## src/rtl/inst_prefetch_queue_pkg.sv

```systemverilog
// Shared types and constants for the instruction prefetch queue.
// Optional statistics outputs are enabled with the PREFETCH_STATS_EN macro.
package inst_prefetch_queue_pkg;

  localparam int XLEN = 32;
  localparam logic [XLEN-1:0] NOP_INST         = 32'h0000_0013;
  localparam logic [XLEN-1:0] RESET_PC_DEFAULT = 32'h0000_0000;

  typedef struct packed {
    logic [XLEN-1:0] inst;
    logic [XLEN-1:0] pc;
  } pf_entry_t;

endpackage

```

## src/rtl/inst_prefetch_queue_pf_fifo.sv

```systemverilog
// In-order FIFO of {inst, pc} entries with synchronous clear; the head is read
// straight from the storage registers, so a push becomes visible one cycle later.
module pf_fifo
  import inst_prefetch_queue_pkg::*;
#(
  parameter int DEPTH = 4
) (
  input  logic                   clk,
  input  logic                   rst,
  input  logic                   clear,
  input  logic                   push,
  input  logic                   pop,
  input  pf_entry_t              push_data,
  output pf_entry_t              head,
  output logic                   head_valid,
  output logic [$clog2(DEPTH):0] count
);

  localparam int AW = $clog2(DEPTH);
  localparam int CW = AW + 1;

  pf_entry_t       mem [DEPTH];
  logic [AW-1:0]   rd_ptr;
  logic [AW-1:0]   wr_ptr;

  always_ff @(posedge clk) begin
    if (rst || clear) begin
      rd_ptr <= '0;
      wr_ptr <= '0;
      count  <= '0;
    end else begin
      if (push) wr_ptr <= wr_ptr + AW'(1);
      if (pop)  rd_ptr <= rd_ptr + AW'(1);
      unique case ({push, pop})
        2'b10:   count <= count + CW'(1);
        2'b01:   count <= count - CW'(1);
        default: ;
      endcase
    end
  end

  // Storage needs no reset: an entry is only ever read after it was written.
  always_ff @(posedge clk) begin
    if (push && !rst && !clear) mem[wr_ptr] <= push_data;
  end

  assign head       = mem[rd_ptr];
  assign head_valid = (count != '0);

endmodule

```

## src/rtl/inst_prefetch_queue.sv

```systemverilog
// Instruction prefetch buffer: runs sequential fetches ahead of IF_ID, flushes on redirect.
// Define PREFETCH_STATS_EN to add saturating redirect / dropped-response counters.
module inst_prefetch_queue
  import inst_prefetch_queue_pkg::*;
#(
  parameter int               DEPTH    = 4,
  parameter int               WIDTH    = XLEN,
  parameter logic [WIDTH-1:0] RESET_PC = RESET_PC_DEFAULT
) (
  input  logic                   clk,
  input  logic                   start,
  output logic                   imem_req,
  output logic [WIDTH-1:0]       imem_addr,
  input  logic                   imem_ready,
  input  logic                   imem_rvalid,
  input  logic [WIDTH-1:0]       imem_rdata,
  input  logic                   redirect,
  input  logic [WIDTH-1:0]       redirect_pc,
  input  logic                   stall,
  output logic                   inst_valid,
  output logic [WIDTH-1:0]       inst_out,
  output logic [WIDTH-1:0]       curr_pc,
  output logic [WIDTH-1:0]       pc_plus4,
  output logic [$clog2(DEPTH):0] count
`ifdef PREFETCH_STATS_EN
  ,
  output logic [31:0]            stat_redirects,
  output logic [31:0]            stat_discards
`endif
);

  localparam int               CW      = $clog2(DEPTH) + 1;
  localparam logic [WIDTH-1:0] PC_STEP = WIDTH'(4);

  logic [WIDTH-1:0] fetch_pc;
  logic [WIDTH-1:0] rsp_pc;
  logic [WIDTH-1:0] last_pc;
  logic [CW-1:0]    outstanding;
  logic [CW-1:0]    discard;
  logic [CW:0]      inflight_total;
  pf_entry_t        head;
  pf_entry_t        push_data;
  logic             head_valid;
  logic             accept;
  logic             drop;
  logic             push;
  logic             pop;

  // imem handshake: a request transfers on any cycle with imem_req && imem_ready;
  // imem_addr is held while imem_req is high and not yet accepted. Responses
  // come back in request order, one per imem_rvalid, at least a cycle later.
  // Room is reserved for every in-flight request, so a response never meets a full queue.
  assign inflight_total = {1'b0, count} + {1'b0, outstanding};
  assign imem_req       = !start && !redirect && (inflight_total < (CW+1)'(DEPTH));
  assign imem_addr      = fetch_pc;
  assign accept         = imem_req && imem_ready;

  // Responses to requests issued before a redirect are dropped, including one landing with it.
  assign drop      = imem_rvalid && (redirect || (discard != '0));
  assign push      = imem_rvalid && !drop;
  assign pop       = head_valid && !stall && !redirect;
  assign push_data = '{inst: imem_rdata, pc: rsp_pc};

  pf_fifo #(.DEPTH(DEPTH)) u_fifo (
    .clk        (clk),
    .rst        (start),
    .clear      (redirect),
    .push       (push),
    .pop        (pop),
    .push_data  (push_data),
    .head       (head),
    .head_valid (head_valid),
    .count      (count)
  );

  always_ff @(posedge clk) begin
    if (start) begin
      fetch_pc    <= RESET_PC;
      rsp_pc      <= RESET_PC;
      last_pc     <= RESET_PC;
      outstanding <= '0;
      discard     <= '0;
    end else begin
      if (head_valid) last_pc <= head.pc;
      if (redirect) begin
        fetch_pc <= redirect_pc;
        rsp_pc   <= redirect_pc;
      end else begin
        if (accept) fetch_pc <= fetch_pc + PC_STEP;
        if (push)   rsp_pc   <= rsp_pc + PC_STEP;
      end
      unique case ({accept, imem_rvalid})
        2'b10:   outstanding <= outstanding + CW'(1);
        2'b01:   outstanding <= outstanding - CW'(1);
        default: ;
      endcase
      // Everything still in flight at a redirect belongs to a dead stream.
      if (redirect)  discard <= outstanding - CW'(imem_rvalid);
      else if (drop) discard <= discard - CW'(1);
    end
  end

  assign inst_valid = head_valid;
  assign inst_out   = head_valid ? head.inst : NOP_INST;
  assign curr_pc    = head_valid ? head.pc : last_pc;
  assign pc_plus4   = curr_pc + PC_STEP;

`ifdef PREFETCH_STATS_EN
  always_ff @(posedge clk) begin
    if (start) begin
      stat_redirects <= '0;
      stat_discards  <= '0;
    end else begin
      if (redirect && (stat_redirects != '1)) stat_redirects <= stat_redirects + 32'd1;
      if (drop && (stat_discards != '1))      stat_discards  <= stat_discards + 32'd1;
    end
  end
`endif

endmodule

```

## config.mk

```make
export PLATFORM = sky130hd
export DESIGN_NAME = inst_prefetch_queue
export DESIGN_NICKNAME = d
export VERILOG_FILES = /design/src/rtl/inst_prefetch_queue_pkg.sv /design/src/rtl/inst_prefetch_queue_pf_fifo.sv /design/src/rtl/inst_prefetch_queue.sv
export SDC_FILE = /design/constraint.sdc
export NUM_CORES = 1
export LEC_CHECK = 0
export CAP_MARGIN = 20
export CORE_ASPECT_RATIO = 0.6
export CORE_UTILIZATION = 50
export DETAILED_ROUTE_END_ITERATION = 8
export PLACE_DENSITY = 0.73
export SLEW_MARGIN = 10
export SYNTH_ARGS = -nofsm -noshare
export SYNTH_HDL_FRONTEND = slang
export SYNTH_SLANG_ARGS = --single-unit
```

## constraint.sdc

```tcl
create_clock -name clk -period 3.4 [get_ports clk]
set_input_delay 0.68 -clock clk [delete_from_list [all_inputs] [get_ports clk]]
set_output_delay 0.68 -clock clk [all_outputs]
set_load 0.02 [all_outputs]
```

**After elaboration in Yosys (flattened, before gate mapping)**

Memories as Yosys holds them, arrays and structs flattened. A register that Yosys moved wholly into a read port is not among the register bits.
Cells that the tools add are included.

- Add/sub/neg operators: 12
- Multiply operators: 0
- Divide/modulo/power cells: 0
- Order comparisons: 1
- Equality and inequality tests: 4
- Shift-type cells: 0
- Muxes and demuxes: 14
- Bitwise operators: 0
- Reduce and logical (&&, ||, !) cells: 22

Operators with widths:

| operator | number |
|---|---|
| 2-to-1 mux 32 bit | 6 |
| adder 32 x 3 -> 32 bit (second input constant) | 3 |
| case mux 3 bit (2 select lines) | 2 |
| nonzero test 2 bit | 5 |
| logical AND 1 bit | 9 |
| subtractor 3 x 1 -> 3 bit (second input constant) | 3 |
| adder 3 x 1 -> 3 bit (second input constant) | 2 |
| 2-to-1 mux 3 bit | 2 |
| nonzero test 3 bit | 2 |
| adder 2 x 1 -> 2 bit (second input constant) | 2 |
| adder 3 x 3 -> 4 bit | 1 |
| equality test 2 x 1 -> 1 bit (second input constant) | 2 |
| equality test 2 bit (second input constant) | 2 |
| zero test 1 bit | 4 |
| < comparator 4 x 3 -> 1 bit (second input constant) | 1 |
| 2-to-1 mux 2 bit | 2 |
| subtractor 3 x 1 -> 3 bit | 1 |
| logical OR 1 bit | 2 |
| 2-to-1 mux 1 bit | 2 |

- Flip-flop bits (word level): 109
- Latch bits: 0
- RAM bits: 256
- ROM bits: 0
- Bits of input ports: 70
- Logic and storage cells: 62
- Memories: 1

Memory list:

| memory | depth | bits a word | read ports | clocked after Yosys merged registers in | write ports | line | RTL |
|---|---|---|---|---|---|---|---|
| u_fifo.mem | 4 | 64 | 1 | 1 | 1 | inst_prefetch_queue_pf_fifo.sv:22 | `pf_entry_t mem [DEPTH];` |

**Longest topological paths before layout**

Gate-level depths: netlist (run 1).

- Word-level depth: 9
- Gate-level depth with buffers: 13
- Depth with buffers taken out: 10

**Modules after synthesis**

From an unflattened synthesis (run 1), not the netlist that was laid out.

- Cells, all modules: 1131
- Area total of the unflattened synthesis: 15705.1 sq um

By module, submodules not included:

| module | times used | cells each | area an instance (sq um) | sequential area each (sq um) |
|---|---|---|---|---|
| pf_fifo | 1 | 382 | 9749.4 | 7867.5 |
| inst_prefetch_queue | 1 | 749 | 5955.7 | 2042.0 |

**Worst setup path after synthesis (run 1)**

No wires, ideal clock.

- Path type: reg2out
- Start: reg u_fifo.count[0]
- End: out pc_plus4[16]
- Arrival: 3.442 ns
- Data required time: 2.720 ns
- Slack: -0.722 ns
- Cell stages (with the launch flop): 13
- Cells stage by stage: dfxtp_1 -> nor3_2 -> inv_1 -> buf_2 -> buf_2 -> buf_2 -> buf_2 -> mux2i_1 -> inv_1 -> ha_1 -> a21boi_1 -> and4b_1 -> xnor2_1

- Word-level cells in the longest chain between the ends: 3

RTL lines:

| element | line | RTL |
|---|---|---|
| start: declaration | inst_prefetch_queue_pf_fifo.sv:16 | `output logic [$clog2(DEPTH):0] count` |
| start signal: assignment | inst_prefetch_queue_pf_fifo.sv:35 | `2'b10: count <= count + CW'(1);` |
| start signal: assignment | inst_prefetch_queue_pf_fifo.sv:36 | `2'b01: count <= count - CW'(1);` |
| nonzero test 3 bit | inst_prefetch_queue_pf_fifo.sv:48 | `assign head_valid = (count != '0);` |
| 2-to-1 mux 32 bit | -- |  |
| via curr_pc[2] | inst_prefetch_queue.sv:22 | `output logic [WIDTH-1:0] curr_pc,` |
| adder 32 x 3 -> 32 bit | inst_prefetch_queue.sv:106 | `assign pc_plus4 = curr_pc + PC_STEP;` |
| end: declaration | inst_prefetch_queue.sv:23 | `output logic [WIDTH-1:0] pc_plus4,` |

The timed path passes the listed nets, and every way through them passes these cells.

==> results.txt, run 1 <==
* Share of async-settable or async-resettable flops after synthesis: 0%
- Synthesis produced 1153 cells.
- In this run the standard cell core region covers 30410 µm².
- The finished cells cover 20220 µm².
* Clk pin slew, worst setup/hold paths: 70 ps
* Reg2reg end: imem_addr[22]
- Final sum of negative setup slack: -1314 ps
- After floorplanning, the core was divided into 49 placement rows.
- Required time at the endpoint of the critical path: 2720 ps
* Clock tree root driver cell: sky130_fd_sc_hd__clkbuf_16
- Count of antenna diodes in the layout: 0
* Run status: finished with violations
- The filler cells instantiated in the layout total 2230.
- Share of synthesized area spent on multiplexers: 11.66%
- The detail route stage leaves a number of antenna-violating nets equal to 0.
- Summing the sequential cell areas from Yosys gives 63.24% of the chip area.
- After detailed routing, the number of remaining DRC violations is 0.
- Entering global routing, the biggest net connects 78 pins.
- Share of Yosys cell area claimed by the top area cell type: 49.06%
- Final Hold Vio Count: 0
- The area growth from synthesis to layout is 29.06%.
- Data arrival, critical path: 2890 ps
* Post-synthesis xor/xnor area fraction: 3.577%
- Worst-case hold path end point: imem_addr[0]
- Final Max Slew Viols: 0
- After synthesis, the cell types taking the most area are sky130_fd_sc_hd__edfxtp_1, sky130_fd_sc_hd__dfxtp_1, sky130_fd_sc_hd__mux4_2, sky130_fd_sc_hd__xnor2_1, sky130_fd_sc_hd__nand2_1.
- The synthesized netlist occupies a cell area of 15670 µm².
* Wire length per cell: 20.07 µm
- Achievable Freq: 280.4 MHz
- In the routed layout, each cell is associated on average with a via count of 5.605.
* Post-Syn Nets: 1240
- Crit path time final: 3567 ps
- Total global routing track utilization: 23.21%
- Port buffering added 202 buffers.
- Summed over all layers, the global routing overflow is 0.
- I/O pin count: 203
- Unrepaired setup endpoints after global routing: true
- The congestion estimate from routability-driven global placement came to 0.8843.
- Non-filler instance count after layout: 1864
* Combinational family with the most area after synthesis: simple AND/OR/NAND/NOR gates
- The die is 139.1 µm tall.
- Overall power of the completed layout: 0.009901 W
- Crit Reg-Reg Startpoint: u_fifo.count[2]
- Slew of the pin with the lowest slew margin: 893.0 ps
* Clock latency reported for the late side of the worst-skew pair: 520 ps
- Relative slew slack: 40.47%
- The worst hold path passes through 2 cells.
* Vias in the first global route: 10300
- For this run, global-route usage on met3 was measured as 4.996%.
* Final HPWL from detailed placement: 24.97 mm
* Power per cell area: 489.6 nW/µm²
* Area enclosed by the die boundary: 32080 µm²
- Synth cell types: 67
* Worst Reg-to-Reg Cells: 9
- Once routing completed, OpenROAD measured the worst setup slack at -167.0 ps.
- After Yosys synthesis, full adders, half adders and majority gates account for 1.453% of the synthesized area.
* Depth of the CTS H-tree: 2
- The final critical path takes up 104.9% of the cycle.
* Met1 track utilization from global routing: 34.19%
- Start point of the worst hold path: imem_addr[0]
* Max VDD drop: 0.2584 mV
- Clock skew on the completed layout was measured at 20.71 ps.
* Via Count: 10450
- For this run, the detailed router's first-pass iteration total came to 6.
* Leading cell type in the layout, fill and taps excluded: sky130_fd_sc_hd__edfxtp_1
* Post-Route WL: 37.41 mm
- Post-DP Area: 18800 µm²
- Effective utilization at floorplan: 51.53%
- Most heavily used metal layer in global routing: met2
- For this run, the leading register cell type out of synthesis is sky130_fd_sc_hd__edfxtp_1.
- CTS tree: built
* M2 GR Usage: 35.46%
- Wire length of the first global-routing pass: 57.75 mm
- STA classifies the critical path startpoint as a flop.
- Summing the areas of all compound-gate instances in the mapped netlist gives 5.062% of the synthesized area.
- Endpoint type of the worst setup path: output port
- Clock tree buffer depth: 3
* Master of the slowest instance on the critical path: sky130_fd_sc_hd__mux4_2
* Maximum fanout along the worst path: 5
- Of the cells placed in the final design, the portion with a size suffix greater than 1 is 22.05%.
- Number of violations of the max-capacitance limit: 0
- After the first detailed-routing iteration, the DRC count stood at 913.
* Hold buffer count at cts: 0
- Post-Place Cells: 1792
- Buffers & Inverters on Critical Path: 3
- In this design, the critical path's most frequently occurring cell is sky130_fd_sc_hd__buf_4.
* Worst min-delay path class: reg -> reg
- The library cells used most frequently in the layout, excluding fill and tap cells, are sky130_fd_sc_hd__edfxtp_1, sky130_fd_sc_hd__clkdlybuf4s50_1, sky130_fd_sc_hd__dfxtp_1.
* Flop2flop setup slack: 780 ps
- Simple-gate portion of the synthesized area: 11.79%
- In this run the static leakage power is 7.349 nW.
- The number of clock buffers added by TritonCTS is 35.
- Synth Area per Inst: 13.59 µm²
- Yosys synthesis warning count: 0
- The synthesized design contains 256 enable-type register cells.
- Register bit count reported by yosys: 367
* Maximum single-stage delay on the critical path: 540 ps
- The final layout contains 1517 nets.
- Cells along the critical path: buf_4 > mux4_2 > mux2i_4 > inv_2 > ha_4 > a21boi_4 > and4b_2 > nand4b_1 > xnor2_2 > buf_4
- The final reports fail on setup timing.
* Overall die width: 230.5 µm
- Setup violators final: 21
- CP Class: reg -> out
- Number of sinks on the clock net: 367
* Cell taking the most area after synthesis: sky130_fd_sc_hd__edfxtp_1
- Initial antenna violation count: 0
- Among cell families on the critical path, the largest total delay comes from multiplexers.
[tightest hold or removal path, cell delays in order, from the launching register on]
cell                      delay (ps)
sky130_fd_sc_hd__dfxtp_1         310
sky130_fd_sc_hd__nand2_1          50
sky130_fd_sc_hd__a21oi_1          50
[registers in the layout (all words and copies together), names as in the netlist, named ones only]
signal         flops
rsp_pc            32
u_fifo.wr_ptr      2
u_fifo.rd_ptr      2
u_fifo.mem       256
u_fifo.count       3
outstanding        3
imem_addr         32
last_pc           32
discard            3
[metrics by stage]
step | setup WS, ps | hold WS, ps | utilization, %
after floorplan | 5.756 | 439.6 | -
after global placement | -94.41 | 445.1 | 61.81
after detailed placement | -171.9 | 447.0 | 61.81
after CTS | -171.5 | 456.1 | 65.99
after global routing | -242.1 | 499.1 | 66.50
final | -167.0 | 454.5 | 66.50
[worst max path at each step]
stage | to | cells after the start | slack [ps]
3_5_place_dp | pc_plus4[26] | 9 | -170
3_3_place_gp | pc_plus4[26] | 9 | -90
2_1_floorplan | pc_plus4[28] | 13 | 6
4_1_cts | pc_plus4[28] | 10 | -170
6_report | pc_plus4[28] | 10 | -170
5_1_grt | pc_plus4[28] | 10 | -240
[synth_stat cells, types with 6 or more instances]
cell / count
sky130_fd_sc_hd__nor3_1: 15
sky130_fd_sc_hd__and4_1: 9
sky130_fd_sc_hd__nor2b_1: 6
sky130_fd_sc_hd__nor2_1: 89
sky130_fd_sc_hd__and2_1: 35
sky130_fd_sc_hd__clkbuf_1: 32
sky130_fd_sc_hd__nor4_1: 10
sky130_fd_sc_hd__a211oi_1: 9
sky130_fd_sc_hd__dfxtp_1: 111
sky130_fd_sc_hd__nand3_1: 37
sky130_fd_sc_hd__buf_6: 6
sky130_fd_sc_hd__a21oi_1: 46
sky130_fd_sc_hd__o21ai_0: 27
sky130_fd_sc_hd__or3_1: 8
sky130_fd_sc_hd__xor2_1: 20
sky130_fd_sc_hd__edfxtp_1: 256
sky130_fd_sc_hd__mux2i_1: 28
sky130_fd_sc_hd__inv_1: 46
sky130_fd_sc_hd__a31oi_1: 14
sky130_fd_sc_hd__nand2_1: 99
sky130_fd_sc_hd__buf_2: 12
sky130_fd_sc_hd__mux2_2: 8
sky130_fd_sc_hd__and3_1: 14
sky130_fd_sc_hd__nand4_1: 22
sky130_fd_sc_hd__mux4_2: 64
sky130_fd_sc_hd__xnor2_1: 44
sky130_fd_sc_hd__ha_1: 15
[timing repair]
action	in CTS	in global routing
pin swaps	7	7
buffers inserted	5	4
resized for setup	161	48
cloned	0	0
setup endpoints to repair	76	41
[report_power, final]
part           internal (W)  switching, W  total (W)
combinational      0.000411      0.000459   0.000869
clock               0.00238       0.00166    0.00404
sequential          0.00488      0.000109    0.00499
total               0.00768       0.00222    0.00990
[logic make-up (layout without fill, tap and decap cells)]
family,after synthesis,in the layout
flip-flops,367,367
XOR/XNOR,64,64
AO/OA/AOI/OAI,129,129
AND/OR/NAND/NOR,367,367
buffers and inverters,108,411
multiplexers,101,101
adder cells (fa/ha/maj),17,17
[per-layer routing]
| layer | up-vias | routed length [µm] |
|---|---|---|
| li1 | 4862 | - |
| met3 | 37 | 2446 |
| met4 | 0 | 493 |
| met2 | 338 | 17370 |
| met1 | 5210 | 17100 |
| met5 | - | 0 |
[layout make-up]
class / count / area, µm² / share of cell area, %
sequential: 367 / 9921 / 49.06
tap: 408 / 510.5 / 2.524
clock inverter: 18 / 225.2 / 1.114
inverter: 47 / 177.7 / 0.8785
timing repair buffer: 301 / 2894 / 14.31
clock buffer: 45 / 955.9 / 4.727
multi-input combinational: 678 / 5539 / 27.39
No activity file was read; power rests on OpenSTA's default activity.
==> run 2, diff against run 1 <==
- SKIP_LAST_GASP: default -> 1
==> results.txt, run 2 (synthesis gave the netlist of run 1 again) <==
* Run status: finished with violations (unchanged)
- The effective utilization at floorplan is 51.53% (unchanged).
- The area of the core is 30410 µm² (unchanged).
* Final Max Slew Viols: 0 (unchanged)
- Clock tree root driver cell: sky130_fd_sc_hd__clkbuf_16 (unchanged)
- Required time at the endpoint of the critical path: 2720 ps (about the same)
* P_leak: 7.303 nW (was 7.349 nW)
- The worst clock skew on the final layout is 20.37 ps (was 20.71 ps).
* Cell Rows: 49 (unchanged)
- The post-layout worst setup margin is -155.7 ps (was -167.0 ps).
- Fraction of final layout cells with drive strength greater than 1: 21.63% (was 22.05%)
* CP Class: reg -> out (unchanged)
* Post-Route Hold Slack: 454.6 ps (was 454.5 ps)
* Initial antenna violation count: 0 (unchanged)
- The clock network latency to the later pin of the worst-skew pair is 520 ps (about the same).
- The final period utilization was 104.6% (was 104.9%).
- Violations in the final reports: setup timing (unchanged).
* Post-layout net count: 1517 (unchanged)
- Largest net degree at the start of global routing: 78 (unchanged)
- The remaining antenna violation count after routing came to 0 (unchanged).
* Wire length per cell: 20.03 µm (was 20.07 µm)
- Worst min-delay path class: reg -> reg (unchanged)
- Slew of the pin with the lowest slew margin: 904.2 ps (was 893.0 ps)
* Achievable Freq: 281.2 MHz (was 280.4 MHz)
- Crit path time final: 3556 ps (was 3567 ps)
- The number of buffers added on ports is 202 (unchanged).
* Leading cell type in the layout, fill and taps excluded: sky130_fd_sc_hd__edfxtp_1 (unchanged)
* Number of violations of the max-capacitance limit: 0 (unchanged)
- The flip-flop count of the largest register, all copies and words added is 256 (unchanged).
- The total clock buffers created by CTS was 35 (unchanged).
- The element type at the critical path start was a flop (unchanged).
- Fillers: 2229 (was 2230)
- Via Count: 10490 (was 10450)
* Number of sinks on the clock net: 367 (unchanged)
- Die boundary height: 139.1 µm (unchanged)
* Remaining routing DRC violations: 0 (unchanged)
- Most used cells in the layout excluding fill and tap cells: sky130_fd_sc_hd__edfxtp_1, sky130_fd_sc_hd__clkdlybuf4s50_1, sky130_fd_sc_hd__dfxtp_1 (unchanged)
- Length of the first detailed-routing pass in iterations: 6 (unchanged)
- The global-route wire length before repair was 57.75 mm (about the same).
* I/O pin count: 203 (unchanged)
- The overflow left after global routing was 0 (unchanged).
- Clk pin slew, worst setup/hold paths: 70 ps (about the same)
* Data arrival, critical path: 2880 ps (was 2890 ps)
- Power per cell area: 490.5 nW/µm² (was 489.6 nW/µm²)
* Unrepaired setup endpoints after global routing: true (unchanged)
- Relative slew slack: 39.72% (was 40.47%)
* Count of antenna diodes in the layout: 0 (unchanged)
- CTS tree: built (unchanged)
* 1st-iter DRT viols: 1041 (was 913)
- The total of endpoints with negative setup slack in the final report came to 18 (was 21).
* Depth of the CTS H-tree: 2 (unchanged)
* Final Hold Vio Count: 0 (unchanged)
- The average vias per placed instance came to 5.629 (was 5.605).
* Area growth from synthesis to layout: 28.87% (was 29.06%)
- Endpoint type of the worst setup path: output port (unchanged)
- Post-Route WL: 37.34 mm (was 37.41 mm)
* Clock tree buffer depth: 3 (unchanged)
- Vias in the first global route: 10300 (about the same)
- Final HPWL from detailed placement: 24.97 mm (unchanged)
- The utilization after layout was 66.41% (was 66.50%).
* Maximum fanout along the worst path: 5 (unchanged)
- The total die area came to 32080 µm² (unchanged).
- The register with the most flip-flops was u_fifo.mem (unchanged).
* Total global routing track utilization: 23.21% (about the same)
* Max VDD drop: 0.2592 mV (was 0.2584 mV)
* Overall die width: 230.5 µm (unchanged)
* GP Congestion: 0.8843 (unchanged)
run 2: changes by cell type in the layout (fill, tap and decap cells not counted), moves of 3 or more:
cell,delta
sky130_fd_sc_hd__buf_6,-3
sky130_fd_sc_hd__nand2_1,+3
sky130_fd_sc_hd__clkdlybuf4s50_1,+6
sky130_fd_sc_hd__dlygate4sd2_1,-3
run 2: per-stage QoR:
stage	instance area (µm²)	setup WS [ps]	power [W]	TNS [ps]	std cells
2_1_floorplan	15800	5.756	0.005520	0	1153
3_3_place_gp	18800	-94.41	0.005930	-612.7	1792
3_5_place_dp	18800	-171.9	0.005953	-1688	1792
4_1_cts	20040	-184.6	0.009979	-1990	1860
5_1_grt	20190	-245.7	0.01022	-3941	1864
6_report	20190	-155.7	0.009906	-1569	1864
run 2: final timing paths:
check	from	to	slack (ps)	depth (start not counted)
worst min register to register	imem_addr[0]	imem_addr[0]	450	2
worst max-delay path	flop	pc_plus4[28]	-160	10
worst max register to register	u_fifo.count[2]	imem_addr[22]	750	9
worst min-delay path	imem_addr[0]	imem_addr[0]	450	2
run 2: routing by layer:
layer / global-route usage (%) / up-vias / wire (µm)
met1: 34.19 / 5240 / 17000
met5: 0 / - / 0
met3: 4.996 / 37 / 2550
met2: 35.45 / 355 / 17300
li1: - / 4860 / -
met4: 5.089 / 0 / 490
run 2: critical path: stages (launching register included):
cell and delay [ps]:
sky130_fd_sc_hd__dfxtp_4 400, sky130_fd_sc_hd__buf_6 130, sky130_fd_sc_hd__mux4_2 530, sky130_fd_sc_hd__nand2_2 110
sky130_fd_sc_hd__nand2_2 90, sky130_fd_sc_hd__ha_4 180, sky130_fd_sc_hd__a21boi_4 150, sky130_fd_sc_hd__and4b_2 310
sky130_fd_sc_hd__nand4b_1 160, sky130_fd_sc_hd__xnor2_2 120, sky130_fd_sc_hd__buf_4 150
run 2: layout make-up:
type                            count  area, µm²  area share (%)
Clock inverter                     18      225.2           1.115
Clock buffer                       45      955.9           4.734
Inverter                           47      177.7          0.8798
Multi-Input combinational cell    678       5518           27.32
Sequential cell                   367       9921           49.13
Tap cell                          408      510.5           2.528
Timing Repair Buffer              301       2887           14.29
run 2: where the power goes:
part	internal [W]	switching (W)	total (W)
clock network	0.00238	0.00166	0.00405
registers	0.00488	0.000108	0.00499
logic	0.000411	0.000458	0.000869
total	0.00768	0.00223	0.00991
run 2: timing repair:
item	in CTS	in global routing
cloned	0	0
hold buffers	0	0
resized for setup	149	47
buffers inserted	5	4
endpoints found under the setup margin	76	44
pin swaps	6	10
